===== src/rtl/fetch_queue.sv =====
// Instruction-fetch queue: issues PC to synchronous instruction memory and buffers
// {instr, pc, fault} in a small FIFO toward decode, with credit-based back-pressure.
module fetch_queue #(
    parameter int          DEPTH     = 4,
    parameter int          IM_ADDR_W = 12,
    parameter logic [31:0] PC_BASE   = 32'h0000_3000
) (
    input  logic                 clk,
    input  logic                 rst,
    input  logic [31:0]          pc,
    input  logic                 pc_valid,
    output logic                 pc_ready,
    input  logic                 flush,
    output logic [IM_ADDR_W-1:0] im_addr,
    input  logic [31:0]          im_rdata,
    output logic                 out_valid,
    input  logic                 out_ready,
    output logic [31:0]          out_instr,
    output logic [31:0]          out_pc,
    output logic                 out_exc
);
    localparam int PW = $clog2(DEPTH);
    localparam logic [32:0] PC_LIMIT = {1'b0, PC_BASE} + (33'd1 << (IM_ADDR_W + 2));

    typedef struct packed {
        logic [31:0] instr;
        logic [31:0] pc;
        logic        exc;
    } entry_t;

    entry_t [DEPTH-1:0] q;
    entry_t             head;
    logic [PW-1:0]      wr_ptr, rd_ptr;
    logic [PW:0]        count;
    logic [PW+1:0]      occ;
    logic               inflight;
    logic [31:0]        ret_pc;
    logic               ret_exc;
    logic               fault, accept, push, pop;

    assign im_addr = IM_ADDR_W'((pc - PC_BASE) >> 2);
    assign fault   = (pc[1:0] != 2'b00) || (pc < PC_BASE) || ({1'b0, pc} >= PC_LIMIT);

    // The in-flight fetch already owns a slot, so the queue can never overflow.
    assign occ      = {1'b0, count} + {{(PW+1){1'b0}}, inflight};
    assign pc_ready = !rst && !flush && (occ < (PW+2)'(DEPTH));
    assign accept   = pc_valid && pc_ready;
    assign push     = inflight && !flush;
    assign pop      = out_valid && out_ready && !flush;

    assign out_valid = (count != '0);
    assign head      = q[rd_ptr];
    assign out_instr = out_valid ? head.instr : '0;
    assign out_pc    = out_valid ? head.pc    : '0;
    assign out_exc   = out_valid ? head.exc   : 1'b0;

    always_ff @(posedge clk) begin
        if (rst) begin
            count    <= '0;
            wr_ptr   <= '0;
            rd_ptr   <= '0;
            inflight <= 1'b0;
            ret_pc   <= '0;
            ret_exc  <= 1'b0;
        end else if (flush) begin
            count    <= '0;
            wr_ptr   <= '0;
            rd_ptr   <= '0;
            inflight <= 1'b0;
        end else begin
            if (accept) begin
                inflight <= 1'b1;
                ret_pc   <= pc;
                ret_exc  <= fault;
            end else if (push) begin
                inflight <= 1'b0;
            end
            if (push) wr_ptr <= wr_ptr + 1'b1;
            if (pop)  rd_ptr <= rd_ptr + 1'b1;
            case ({push, pop})
                2'b10:   count <= count + 1'b1;
                2'b01:   count <= count - 1'b1;
                default: ;
            endcase
        end
    end

    // Faulted fetches keep their slot but never expose memory data.
    always_ff @(posedge clk) begin
        if (!rst && push)
            q[wr_ptr] <= '{instr: (ret_exc ? 32'h0 : im_rdata), pc: ret_pc, exc: ret_exc};
    end

endmodule


===== config.mk =====
export PLATFORM = sky130hd
export DESIGN_NAME = fetch_queue
export DESIGN_NICKNAME = d
export VERILOG_FILES = /design/src/rtl/fetch_queue.sv
export SDC_FILE = /design/constraint.sdc
export NUM_CORES = 1
export LEC_CHECK = 0
export CORE_MARGIN = 3
export CORE_UTILIZATION = 45
export CTS_CLUSTER_SIZE = 12
export DETAILED_ROUTE_END_ITERATION = 12
export PLACE_DENSITY_LB_ADDON = 0.12
export SYNTH_ARGS = -nofsm -noshare
export SYNTH_HDL_FRONTEND = slang
export SYNTH_SLANG_ARGS = --single-unit

===== constraint.sdc =====
create_clock -name clk -period 4.15 [get_ports clk]
set_input_delay 0.83 -clock clk [delete_from_list [all_inputs] [get_ports clk]]
set_output_delay 0.83 -clock clk [all_outputs]
set_load 0.05 [all_outputs]

==> flow_summary.json, run 1 <==
{
  "outcome": "finished, final reports clean",
  "post_cts_resized": 0,
  "grt_use_total_pct": 17.4,
  "cts_tree": "yes",
  "r2r_cells": 8,
  "leakage_nw": 4.81,
  "cts_buffers": 31,
  "die_area_sq_um": 28600,
  "worst_ep_arrival_time_ns": 3.02,
  "post_drt_wl_per_cell_um": 21.4,
  "critPathBufInv": 1,
  "grt_max_degree": 68,
  "worstReg2RegStart": "count[2]$_SDFFE_PP0P_",
  "crit_fanout": 67,
  "gr-total-overflow": 0,
  "synth_edf_count": 260,
  "ir_drop_v": 0.000342,
  "fin_crit_ns": 3.85,
  "grt_pass1_wl_mm": 38.9,
  "synth.distinct_cells": 38,
  "finalWorstSetupSlack_ns": 0.302,
  "rows": 59,
  "pre_cts_slack_ns": 0.694,
  "ant_nets": 0,
  "place_congestion": 0.729,
  "synth_area_sq_um": 12000,
  "die_h_um": 169,
  "min_to": "q[21]$_DFFE_PP_",
  "setup.worst_path.start": "rd_ptr[1]$_SDFFE_PP0P_",
  "relSlewSlack_pct": 30.1,
  "ys_ff_latch": 301,
  "report.final.slew_viol_count": 0,
  "ys.flop_type": "edfxtp_1",
  "clockRootBuffer": "clkbuf_16",
  "insertion_delay_ns": 0.54,
  "cpPeakStageDelay_ns": 1.04,
  "setup_viol": 0,
  "syn_to_final_growth_pct": 22.9,
  "synth_top_area_share_pct": 65.2,
  "min_from": "ret_pc[20]$_SDFFE_PP0P_",
  "skew_ns": 0.0153,
  "remaining_drc_errors": 0,
  "whs_path_depth": 0,
  "wl_mm": 25.1,
  "final_layout_size_suffix_gt1_share_pct": 17.2,
  "route.vias.total": 6295,
  "synth_largest_area_cell": "edfxtp_1",
  "finalSetupTns_ns": 0,
  "synth.top_cells.by_area": "edfxtp_1 65%, mux4_2 12%, dfxtp_1 6.9%",
  "timing.rr.end": "count[2]$_SDFFE_PP0P_",
  "crit_required_ns": 3.32,
  "clk_pin_slew_ns": 0.06,
  "avgSynthCellArea_sq_um": 17.8,
  "dr.pass1.iters": 5,
  "r2r_setup_slack_ns": 2.07,
  "initial_core_util_pct": 45.8,
  "crit_path_top_delay_cell": "dfxtp_4",
  "yosysWarnings": 0,
  "drv_cap": 0,
  "seq_area_frac_synth_pct": 72.0,
  "hold_violations": 0,
  "hold_class": "flip-flop to flip-flop",
  "startpoint_type": "flip-flop",
  "synth_nets": 749,
  "fin_area_sq_um": 14700,
  "layout.nets": 889,
  "rsz0062_at_grt": "false",
  "path_cells": "mux4_2 -> and2_1 -> clkdlybuf4s50_1",
  "ios": 148,
  "cts_max_level": 1,
  "drtIter0Drc": 558,
  "hpwl_mm": 14.5,
  "antenna_found_initial": 1,
  "vias_per_cell": 5.37,
  "core_sq_um": 26100,
  "numPortBuffers": 147,
  "clock.fmax_ghz": 0.260,
  "period_share_pct": 92.7,
  "place_area_sq_um": 13700,
  "cts.path.max_buffers": 3,
  "grt_pass1_vias": 6903,
  "synthCells": 673,
  "tightestPinTransition_ns": 1.05,
  "endpoint_kind": "primary output",
  "n_fill_cell": 2098,
  "crit_family": "flip-flops",
  "async_reset_ff_share_pct": 0,
  "worstSetupPathType": "flip-flop to primary output",
  "die_w_um": 169,
  "cts.sinks": 301,
  "power_density_nw_per_um2": 418
}
## placed cells by master, fill, tap and decap left out, drive strengths merged, types with 2 or more instances in the layout
cell type	Yosys	layout
clkinv	0	4
ha	6	6
and2	65	65
nor3	3	3
clkbuf	20	53
and3	5	5
mux4	65	65
dfxtp	41	41
edfxtp	260	260
a21oi	37	37
nand2b	2	2
nand3	33	33
or3	2	2
or4	3	3
buf	34	15
clkdlybuf4s50	0	146
nor2b	32	32
o21ai	34	34
nor4	2	2
nor2	9	9
inv	8	8
xor2	3	3
## report_power, final
part	total, mW	switching (mW)	internal, mW
logic	0.242	0.130	0.112
clock network	2.59	1.07	1.52
registers	3.32	0.0223	3.30
total	6.15	1.22	4.93
## final cells by class
cell class | instances | area (sq um) | share of cell area [%]
clock buffer | 53 | 940 | 6.38
clock inverter | 4 | 20.0 | 0.136
inverter | 8 | 30.0 | 0.204
timing repair buffer | 161 | 1670 | 11.4
sequential | 301 | 8640 | 58.7
antenna | 1 | 2.50 | 0.0170
multi-input combinational | 310 | 3000 | 20.4
tap | 335 | 419 | 2.85
## kinds of logic after synthesis
family | after synthesis | synth area share [%]
flip-flops | 301 | 72.0
XOR/XNOR | 4 | 0.293
buffers and inverters | 62 | 3.06
multiplexers | 66 | 12.3
AND/OR/NAND/NOR | 160 | 8.10
adder cells (fa/ha/maj) | 7 | 0.794
AO/OA/AOI/OAI | 73 | 3.42
## timing repair
action	CTS	global route
hold buffers	0	0
endpoints found under the setup margin	0	4
setup buffers	0	1
## stage by stage
stage | util [%] | hold slack [ns] | power (mW) | cells
global route | 56.3 | 0.523 | 6.36 | 1173
detailed placement | 52.6 | 0.487 | 3.63 | 1114
floorplan | - | 0.454 | 3.51 | 673
CTS | 56.3 | 0.499 | 6.21 | 1171
global placement | 52.6 | 0.465 | 3.62 | 1114
finish | 56.3 | 0.500 | 6.15 | 1173
## cell usage after synthesis, types with 3 or more instances
master	number
edfxtp_1	260
and2_1	65
mux4_2	65
dfxtp_1	41
a21oi_1	37
nand3_1	33
nor2b_1	32
o21ai_1	20
clkbuf_1	18
buf_2	14
buf_4	11
o21ai_2	10
nor2_1	9
inv_1	8
buf_6	6
ha_1	6
and3_1	5
o21ai_0	4
or4_1	3
xor2_1	3
## state kept, by name, indices dropped and copies added, names as in the netlist
name	count
wr_ptr	2
q	260
rd_ptr	2
ret_pc	32
count	3
inflight	1
ret_exc	1
## per-layer routing
metal	global-route usage (%)	vias to the layer above	share of wire, %	wire, um
met5	0	-	0	0
met4	4.37	0	1.8	456
met3	2.33	32	4.2	1070
met2	30.9	158	51	12800
met1	22.9	3228	43	10800
li1	-	2877	-	-
## worst max-delay path by stage
stage	endpoint	cells after the start
after floorplan	pc_ready	4
after global placement	out_pc[8]	4
after detailed placement	out_pc[8]	4
after CTS	out_pc[8]	4
after global routing	out_pc[0]	3
final	out_pc[0]	3
Note: power is estimated with default switching activity, not from simulation.
==> run 2: changes to the inputs <==
--- a/config.mk
+++ b/config.mk
@@ -7,9 +7,11 @@
 export LEC_CHECK = 0
 export CORE_MARGIN = 3
 export CORE_UTILIZATION = 45
+export CTS_CLUSTER_DIAMETER = 50
 export CTS_CLUSTER_SIZE = 12
 export DETAILED_ROUTE_END_ITERATION = 12
 export PLACE_DENSITY_LB_ADDON = 0.12
+export SLEW_MARGIN = 15
 export SYNTH_ARGS = -nofsm -noshare
 export SYNTH_HDL_FRONTEND = slang
 export SYNTH_SLANG_ARGS = --single-unit
==> run 2 against run 1 <==
Sequential share of layout area decreased by 0.12 points; clock skew is 0.0016 ns higher; count of clock-buffer cells in the layout decreased by 4; first-iteration DRC count is 17% lower; worst setup slack got worse by 0.0097 ns; clock power increased by 3%; combinational power hardly changed; critical path depth did not move; global-route usage is essentially flat; largest cell class unchanged; largest power group unchanged.
==> flow_summary.json, run 2 (synthesized netlist as in run 1, its figures left out) <==
{
  "pre_cts_slack_ns": 0.694,
  "grt_use_total_pct": 17.4,
  "relSlewSlack_pct": 30.5,
  "leakage_nw": 4.82,
  "numPortBuffers": 147,
  "power_density_nw_per_um2": 423,
  "skew_ns": 0.0169,
  "cts_buffers": 31,
  "insertion_delay_ns": 0.55,
  "fin_crit_ns": 3.86,
  "hpwl_mm": 14.5,
  "r2r_setup_slack_ns": 2.08,
  "layout_common_cells": "260 x edfxtp_1, 146 x clkdlybuf4s50_1, 65 x mux4_2, 65 x and2_1, 38 x dfxtp_1",
  "min_to": "q[131]$_DFFE_PP_",
  "startpoint_type": "flip-flop",
  "met3WireLength_mm": 1.06,
  "period_share_pct": 93.0,
  "die_h_um": 169,
  "largest_register": "q",
  "tightestPinTransition_ns": 1.04,
  "grt_pass1_vias": 6947,
  "reg_top3": "q x260, ret_pc x32, count x3",
  "largest_register_ffs": 260,
  "timing.rr.end": "count[2]$_SDFFE_PP0P_",
  "report.final.slew_viol_count": 0,
  "hold_class": "flip-flop to flip-flop",
  "fin_area_sq_um": 14800,
  "n_fill_cell": 2087,
  "vias_per_cell": 5.36,
  "outcome": "finished, final reports clean",
  "cts_max_level": 1,
  "r2r_cells": 8,
  "worst_ep_arrival_time_ns": 3.03,
  "wl_mm": 25.1,
  "final_layout_size_suffix_gt1_share_pct": 17.2,
  "whs_path_depth": 0,
  "drtIter0Drc": 462,
  "crit_fanout": 67,
  "grt_max_degree": 68,
  "whs_ns": 0.498,
  "initial_core_util_pct": 45.8,
  "setup_viol": 0,
  "hold_violations": 0,
  "post_cts_resized": 0,
  "post_drt_wl_per_cell_um": 21.3,
  "worstSetupPathType": "flip-flop to primary output",
  "place_congestion": 0.729,
  "min_from": "ret_pc[0]$_SDFFE_PP0P_",
  "rsz0062_at_grt": "false",
  "gr-total-overflow": 0,
  "wl_met1_mm": 10.7,
  "ios": 148,
  "cts_tree": "yes",
  "cts.path.max_buffers": 3,
  "antenna_found_initial": 1,
  "clockRootBuffer": "clkbuf_16",
  "clk_pin_slew_ns": 0.06,
  "place_area_sq_um": 13700,
  "route.vias.total": 6294,
  "clock.fmax_ghz": 0.259,
  "rows": 59,
  "grt_pass1_wl_mm": 39.0,
  "die_area_sq_um": 28600,
  "die_w_um": 169,
  "endpoint_kind": "primary output",
  "layout_commonest_cell": "edfxtp_1",
  "syn_to_final_growth_pct": 23.2,
  "dr.pass1.iters": 4,
  "crit_required_ns": 3.32,
  "worstReg2RegStart": "count[2]$_SDFFE_PP0P_",
  "finalWorstSetupSlack_ns": 0.292,
  "core_sq_um": 26100,
  "cts.sinks": 301,
  "finalSetupTns_ns": 0,
  "ant_nets": 0,
  "drv_cap": 0,
  "met2_length_mm": 13.0,
  "layout.nets": 889,
  "remaining_drc_errors": 0,
  "highest_layer": "met4",
  "ir_drop_v": 0.000273
}
[run 2: cell count changes in the layout (fill, tap and decap cells not counted), sizes merged]
cell      before  now
clkinvlp       0    1
inv            8    9
bufinv         0    3
clkbuf        53   49
[run 2: worst max-delay path by stage]
| stage | endpoint | startpoint | slack [ns] |
|---|---|---|---|
| global route | out_pc[0] | rd_ptr[1]$_SDFFE_PP0P_ | 0.17 |
| CTS | out_pc[8] | rd_ptr[0]$_SDFFE_PP0P_ | 0.11 |
| floorplan | pc_ready | rst | 0.79 |
| detailed placement | out_pc[8] | rd_ptr[0]$_SDFFE_PP0P_ | 0.69 |
| finish | out_pc[0] | rd_ptr[1]$_SDFFE_PP0P_ | 0.29 |
| global placement | out_pc[8] | rd_ptr[0]$_SDFFE_PP0P_ | 0.69 |
[run 2: area by class of cell]
class | count | area, sq um | share of cell area (%)
Clock buffer | 49 | 863 | 5.85
Inverter | 8 | 30.0 | 0.204
Timing Repair Buffer | 161 | 1670 | 11.3
Tap cell | 335 | 419 | 2.84
Antenna cell | 1 | 2.50 | 0.0170
Clock inverter | 9 | 126 | 0.856
Sequential cell | 301 | 8640 | 58.5
Multi-Input combinational cell | 310 | 3000 | 20.4
[run 2: per-layer routing]
layer | up-vias | GRT usage [%]
li1 | 2881 | -
met1 | 3231 | 23.0
met2 | 160 | 31.0
met3 | 22 | 2.52
met4 | 0 | 3.98
met5 | - | 0
[run 2: timing repair]
action | in CTS | in global routing
hold buffers | 0 | 0
hold endpoints to repair | 0 | 0
setup buffers | 0 | 1
setup endpoints to repair | 0 | 2
[run 2: critical path, stage by stage (launching register included)]
cell and delay (ns):
dfxtp_4 1.03, mux4_2 0.36, and2_1 0.21, clkdlybuf4s50_1 0.84
[run 2: through the flow]
stage | instances | utilization, % | power [mW]
finish | 1174 | 56.5 | 6.25
global route | 1174 | 56.5 | 6.46
CTS | 1172 | 56.4 | 6.31
detailed placement | 1114 | 52.6 | 3.63
global placement | 1114 | 52.6 | 3.62
floorplan | 673 | - | 3.51
[run 2: report_power, final]
| group | internal (mW) | total (mW) | leakage (nW) | switching [mW] |
|---|---|---|---|---|
| registers | 3.30 | 3.32 | 2.86 | 0.0227 |
| clock network | 1.61 | 2.68 | 0.478 | 1.08 |
| logic | 0.112 | 0.242 | 1.48 | 0.130 |
==> run 3: changes to the inputs <==
--- a/config.mk
+++ b/config.mk
@@ -11,6 +11,7 @@
 export CTS_CLUSTER_SIZE = 12
 export DETAILED_ROUTE_END_ITERATION = 12
 export PLACE_DENSITY_LB_ADDON = 0.12
+export RECOVER_POWER = 100
 export SLEW_MARGIN = 15
 export SYNTH_ARGS = -nofsm -noshare
 export SYNTH_HDL_FRONTEND = slang
==> run 3 against run 2 <==
The flow now finishes with violations (max-capacitance violations, max-slew violations); maximum frequency shrank 1.6%; wire length grew 0.22%; critical endpoint unchanged; final cell count unchanged; worst hold slack worse by 0.0025 ns; first-iteration DRC count increased by 2.8%.
==> flow_summary.json, run 3 (synthesized netlist as in run 1, its figures left out) <==
{
  "numPortBuffers": 147,
  "hpwl_mm": 14.5,
  "r2r_setup_slack_ns": 1.57,
  "setup.worst_path.start": "rd_ptr[1]$_SDFFE_PP0P_",
  "violations": "max-capacitance violations, max-slew violations",
  "worstSetupPathType": "flip-flop to primary output",
  "power_frac_seq_pct": 53.2,
  "hold_violations": 0,
  "die_h_um": 169,
  "endpoint_kind": "primary output",
  "met3WireLength_mm": 1.17,
  "die_area_sq_um": 28600,
  "rsz0062_at_grt": "false",
  "cts_buffers": 31,
  "post_cts_buffers": 0,
  "outcome": "complete, but fails checks",
  "clockRootBuffer": "clkbuf_16",
  "route.vias.total": 6327,
  "cts_hold_buf": 0,
  "cts.path.max_buffers": 3,
  "finalWorstSetupSlack_ns": 0.228,
  "cts_max_level": 1,
  "antenna_found_initial": 1,
  "largest_register": "q",
  "finalSetupTns_ns": 0,
  "place_congestion": 0.729,
  "power_density_nw_per_um2": 425,
  "tightestPinTransition_ns": 1.76,
  "fin_crit_ns": 3.92,
  "vias_per_cell": 5.39,
  "hold_class": "flip-flop to flip-flop",
  "period_share_pct": 94.5,
  "pre_cts_slack_ns": 0.694,
  "clk_pin_slew_ns": 0.06,
  "startpoint_type": "flip-flop",
  "worstReg2RegStart": "wr_ptr[0]$_SDFFE_PP0P_",
  "p_total_mw": 6.24,
  "relSlewSlack_pct": -17.4,
  "skew_ns": 0.0177,
  "fin_util_pct": 56.1,
  "grt_max_degree": 68,
  "n_fill_cell": 2102,
  "worst_ep_arrival_time_ns": 3.09,
  "insertion_delay_ns": 0.55,
  "core_sq_um": 26100,
  "die_w_um": 169,
  "layout.nets": 889,
  "combPwrFrac_pct": 3.7,
  "remaining_drc_errors": 0,
  "layout_common_cells": "260 x edfxtp_1, 80 x dlygate4sd3_1, 66 x clkdlybuf4s50_1",
  "ant_nets": 0,
  "met2_length_mm": 13.0,
  "highest_layer": "met4",
  "drv_cap": 5,
  "power_frac_clock_pct": 43.1,
  "report.final.slew_viol_count": 158,
  "rows": 59,
  "gr-total-overflow": 0,
  "grt_pass1_wl_mm": 39.0,
  "initial_core_util_pct": 45.8,
  "min_from": "ret_pc[29]$_SDFFE_PP0P_",
  "cts.sinks": 301,
  "syn_to_final_growth_pct": 22.5,
  "post_cts_resized": 0,
  "wl_met1_mm": 10.7,
  "layout_commonest_cell": "edfxtp_1",
  "cts_tree": "yes",
  "grt_pass1_vias": 6947,
  "drtIter0Drc": 475,
  "ir_drop_v": 0.000272,
  "setup_viol": 0,
  "reg_top3": "q x260, ret_pc x32, count x3",
  "final_layout_size_suffix_gt1_share_pct": 14.9,
  "largest_register_ffs": 260,
  "post_drt_wl_per_cell_um": 21.4,
  "ios": 148,
  "crit_required_ns": 3.32,
  "dr.pass1.iters": 5,
  "switching_share_pct": 19.7,
  "clock.fmax_ghz": 0.255,
  "wl_mm": 25.1,
  "p_int_mw": 5.01,
  "net-switching-power_mw": 1.23,
  "crit_fanout": 67,
  "leakage_nw": 5.05,
  "grt_use_total_pct": 17.4
}
run 3: final timing paths:
kind | end | cells after the start
setup / recovery | out_pc[0] | 3
hold / removal | q[95]$_DFFE_PP_ | 0
setup reg to reg | q[46]$_DFFE_PP_ | 4
hold reg to reg | q[95]$_DFFE_PP_ | 0
run 3: per-stage QoR:
step	area (sq um)	std cells	hold slack [ns]
floorplan	12000	673	0.454
global placement	13700	1114	0.465
detailed placement	13700	1114	0.487
CTS	14700	1172	0.499
global route	14700	1174	0.516
finish	14700	1174	0.496
run 3: final cells by class:
class                   count  area (sq um)  area share, %
flip-flops and latches    301          8640           58.9
multi-input cells         310          2940           20.0
repair buffers            161          1650           11.3
clock buffers              49           863           5.88
well taps                 335           419           2.86
clock inverters             9           126          0.861
inverters                   8          30.0          0.205
diodes                      1          2.50         0.0171
run 3: critical path: stages (launching register included):
cell	delay (ns)
dfxtp_4	1.04
mux4_2	0.37
and2_1	0.21
dlygate4sd3_1	0.90
run 3: routing by layer:
metal | vias up | track usage, %
li1 | 2875 | -
met1 | 3247 | 23.0
met2 | 183 | 31.0
met3 | 22 | 2.52
met4 | 0 | 3.98
met5 | - | 0
run 3: power by group through the flow:
stage	combinational [mW]	sequential [mW]	clock, mW
floorplan	0.132	3.37	0
global placement	0.237	3.38	0
detailed placement	0.243	3.39	0
CTS	0.245	3.32	2.74
global route	0.249	3.32	2.88
finish	0.231	3.32	2.69
